`src/rtl/compare_arbiter.sv`:
```
// compare_arbiter: round-robin arbiter sharing one magnitude comparator among N requesters.
// Optional CMP_CHECK_EN adds a sticky cmp_err output that flags bad comparator results.
module compare_arbiter #(
    parameter int WIDTH = 4,
    parameter int N = 4,
    parameter int IDW = $clog2(N)
) (
    input  logic             clk,
    input  logic             rst,
    input  logic [N-1:0]     req_valid,
    output logic [N-1:0]     req_ready,
    input  logic [N*WIDTH-1:0] req_a,
    input  logic [N*WIDTH-1:0] req_b,
    output logic [WIDTH-1:0] cmp_a,
    output logic [WIDTH-1:0] cmp_b,
    output logic             cmp_en,
    input  logic             cmp_eq,
    input  logic             cmp_gt,
    input  logic             cmp_lt,
    output logic             resp_valid,
    input  logic             resp_ready,
    output logic [IDW-1:0]   resp_id,
    output logic             resp_eq,
    output logic             resp_gt,
    output logic             resp_lt
`ifdef CMP_CHECK_EN
    ,
    output logic             cmp_err
`endif
);
    typedef enum logic [1:0] {IDLE, ISSUE, RESP} state_t;
    state_t state;
    logic [IDW-1:0] rr_ptr, grant_id, win, idx;
    logic hit;
    logic [N-1:0] one_hot;
    logic [WIDTH-1:0] a_arr [N];
    logic [WIDTH-1:0] b_arr [N];
    for (genvar g = 0; g < N; g++) begin : g_unpack
        assign a_arr[g] = req_a[g*WIDTH +: WIDTH];
        assign b_arr[g] = req_b[g*WIDTH +: WIDTH];
    end
    // Scan from the farthest offset back to rr_ptr so the nearest valid requester wins.
    always_comb begin
        win = '0;
        idx = '0;
        hit = 1'b0;
        one_hot = '0;
        for (int i = N - 1; i >= 0; i--) begin
            idx = IDW'((int'(rr_ptr) + i) % N);
            if (req_valid[idx]) begin
                win = idx;
                hit = 1'b1;
            end
        end
        one_hot[win] = hit;
    end
    assign req_ready = (state == IDLE && !rst) ? one_hot : '0;
    always_ff @(posedge clk or posedge rst) begin
        if (rst) begin
            state <= IDLE;
            rr_ptr <= '0;
            grant_id <= '0;
            cmp_a <= '0;
            cmp_b <= '0;
            cmp_en <= 1'b0;
            resp_valid <= 1'b0;
            resp_id <= '0;
            resp_eq <= 1'b0;
            resp_gt <= 1'b0;
            resp_lt <= 1'b0;
        end else begin
            case (state)
                IDLE: if (hit) begin
                    cmp_a <= a_arr[win];
                    cmp_b <= b_arr[win];
                    grant_id <= win;
                    rr_ptr <= (win == IDW'(N - 1)) ? '0 : win + 1'b1;
                    cmp_en <= 1'b1;
                    state <= ISSUE;
                end
                ISSUE: begin
                    resp_eq <= cmp_eq;
                    resp_gt <= cmp_gt;
                    resp_lt <= cmp_lt;
                    resp_id <= grant_id;
                    resp_valid <= 1'b1;
                    cmp_en <= 1'b0;
                    state <= RESP;
                end
                RESP: if (resp_ready) begin
                    resp_valid <= 1'b0;
                    state <= IDLE;
                end
                default: state <= IDLE;
            endcase
        end
    end
`ifdef CMP_CHECK_EN
    // The reference compare is one-hot, so any mismatch also covers non-one-hot flags.
    always_ff @(posedge clk or posedge rst) begin
        if (rst)
            cmp_err <= 1'b0;
        else if (state == ISSUE && {cmp_eq, cmp_gt, cmp_lt} != {cmp_a == cmp_b, cmp_a > cmp_b, cmp_a < cmp_b})
            cmp_err <= 1'b1;
    end
`endif
endmodule

```
`config.mk`:
```
export PLATFORM = sky130hd
export DESIGN_NAME = compare_arbiter
export DESIGN_NICKNAME = d
export VERILOG_FILES = /design/src/rtl/compare_arbiter.sv
export SDC_FILE = /design/constraint.sdc
export NUM_CORES = 1
export LEC_CHECK = 0
export BUFFER_PORTS_ARGS = -buffer_cell sky130_fd_sc_hd__buf_2
export CAP_MARGIN = 20
export CORE_MARGIN = 4
export CORE_UTILIZATION = 48
export CTS_CLUSTER_DIAMETER = 40
export DETAILED_ROUTE_END_ITERATION = 8
export GPL_TIMING_DRIVEN = 0
export PLACE_DENSITY_LB_ADDON = 0.08
export SKIP_CTS_REPAIR_TIMING = 1
export SLEW_MARGIN = 10
export SYNTH_ARGS = -nofsm -noshare
export SYNTH_HDL_FRONTEND = slang
export SYNTH_SLANG_ARGS = --single-unit
```
`constraint.sdc`:
```
create_clock -name clk -period 4.4 [get_ports clk]
set_input_delay 0.22 -clock clk [delete_from_list [all_inputs] [get_ports clk]]
set_output_delay 0.22 -clock clk [all_outputs]
set_load 0.02 [all_outputs]
```
==> flow_summary.ini <==
[grt]
grt_start_max_net_pins = 23
grt_pass1_wl_mm = 5.04
grt_remaining_overflow = 0
grt_pass1_vias = 1123
antenna_found_initial = 0
grtUsageTotal_pct = 19.2

[detailed_routing]
drc = 0
detail-route-antenna-nets = 0
post_drt_wl_per_cell_um = 14.8
met3_length_um = 161
drtIter0Drc = 44
vias = 1124
dr.max_layer_used = met4
wirelength_mm = 3.08
wl_met2_mm = 1.55
viasPerCell = 5.40
firstDrtPassIters = 4
m1WireLength_mm = 1.32

[clocking]
path_clk_slew_ns = 0.12
clkLatencyLatePin_ns = 0.30
h-tree-depth = 1
clock_path_buffers = 2
cts_inserted_buffers = 3
tritoncts = done
cts_root_buffer = clkbuf_4
cts_num_sinks = 21

[synthesis]
synth_top_cell_area_share_pct = 43.5
yosysMostFrequentCell = dfrtp_1
synth_ff_type = dfrtp_1
ys_seq_area_share_pct = 43.5
syn-cell-area_um2 = 1210
syn-num-nets = 159
synth_area_leader_cell = dfrtp_1
synth.area.top_cells = dfrtp_1, mux2i_1, nor3b_1
synth_seq_cells = 21
synth_edf_count = 0
synth_cells = 116
yosysWarnings = 0
synthArstFlopShare_pct = 100
synth_common_cells = dfrtp_1, nand2_1, nor3b_1, o21ai_0, a211oi_1
avgSynthCellArea_um2 = 10.4
synth.distinct_cells = 32

[cells_and_area]
final_core_util_pct = 68.4
diodes = 0
area_growth_pct = 30.0
nets = 224
drive_gt1_share_pct = 44.4

[sta]
hold_viol_final = 0
rsz0062_at_grt = no
setup_slack_ns = 1.86
clock.fmax_ghz = 0.394
tightest_slew_ns = 0.797
setup_violations = 0
setup_tns_ns = 0
fin_crit_ns = 2.54
hold-worst-slack_ns = 0.0840
relSlewSlack_pct = 46.0
finalClockSkew_ns = 0.000949
drv_slew = 0
finalCritPeriodShare_pct = 57.6

[job]
maxCapViolations = 0

[critical_path]
cp_max_fo = 10
startpoint_type = flop
arrival_ns = 2.32
rrSetupSlack_ns = 2.39
crit-reg2reg-launch = rr_ptr[0]
crit_type = flop to output port
r2r_cells = 7
r2r-end = cmp_a[2]
end_kind = output port
required_ns = 4.18

[power]
power.leakage_nw = 0.788
peakVddDrop_v = 0.000464
power_mw = 1.10
power_density_nw_per_um2 = 700

[floorplan]
rows = 17
start_util_pct = 52.6
core_um2 = 2300
die_w_um = 58.2
die_y_um = 58.2
ios = 61
fp.dieArea_um2 = 3380

[placed_design]
place.gp.congestion = 0.765
place_ws_ns = 2.23
hpwl_mm = 2.42
portBuffers = 60

[run_status]
outcome = finished, final reports clean

[worst_hold_path]
hold_path.class = input port to asynchronous set/reset pin
[kinds of logic (layout without fill, tap and decap cells)]
logic type	count (synthesis)	in the layout	synth area share [%]
and+or+nand+nor	37	37	20.4
adders and majority gates	1	1	1.04
buffers and inverters	13	77	7.35
DFF	21	21	43.5
muxes	12	12	10.5
AOI/OAI and AO/OA	32	32	17.3
[how the worst max path moves through the flow]
stage                              end  slack (ns)  cells after the start  startpoint
after floorplan           req_ready[0]        2.23                      6   rr_ptr[0]
after global placement    req_ready[3]        2.25                      8   rr_ptr[0]
after detailed placement  req_ready[3]        2.23                      8   rr_ptr[0]
after CTS                 req_ready[3]        1.87                      8   rr_ptr[0]
after global routing      req_ready[3]        1.75                      8   rr_ptr[0]
final                     req_ready[3]        1.86                      8   rr_ptr[0]
[worst max-delay path, cell delays in order, from the launching register on]
cell and delay, ns:
dfrtp_1 0.39, and2b_1 0.22, nor4b_4 0.50, or2_1 0.17, buf_4 0.14, buf_12 0.13, ha_1 0.13, and3_1 0.15
buf_2 0.16
[cells in the final DEF, fill, tap and decap left out, drive strengths merged, types with 2 or more instances in the layout]
| cell type | instances |
|---|---|
| a211oi | 9 |
| a21oi | 2 |
| buf | 66 |
| clkbuf | 4 |
| dfrtp | 21 |
| inv | 6 |
| mux2 | 5 |
| mux2i | 7 |
| nand2 | 10 |
| nor2 | 4 |
| nor2b | 2 |
| nor3b | 9 |
| nor4 | 3 |
| nor4b | 2 |
| o21ai | 9 |
| o22ai | 7 |
| o31ai | 2 |
[area by class of cell]
cell class	count	area, µm²
plain buffers	7	66.3
clock buffers	3	22.5
clock inverters	1	5.00
fillers	189	726
inverters	6	22.5
multi-input cells	82	594
flip-flops and latches	21	526
well taps	28	35.0
repair buffers	60	300
[registers in the layout, summed over array words and instances, names as in the netlist]
register / cells
resp_gt: 1
resp_lt: 1
resp_id: 2
cmp_b: 4
rr_ptr: 2
state: 2
grant_id: 2
resp_eq: 1
cmp_a: 4
resp_valid: 1
cmp_en: 1
[metal layers]
layer	up-vias	track usage, %
met5	-	0
met4	0	5.63
met3	6	3.12
met2	38	32.6
met1	525	25.1
li1	555	-
[per-stage QoR]
step           instances  instance area (µm²)
2_1_floorplan        116                 1210
3_3_place_gp         204                 1540
3_5_place_dp         204                 1540
4_1_cts              208                 1570
5_1_grt              208                 1570
6_report             208                 1570
[where the power goes]
part,internal [mW],switching (mW)
Clock,0.0339,0.0602
Sequential,0.292,0.0537
Combinational,0.279,0.381
Total,0.605,0.495
Power figures use the tool's default switching activity.
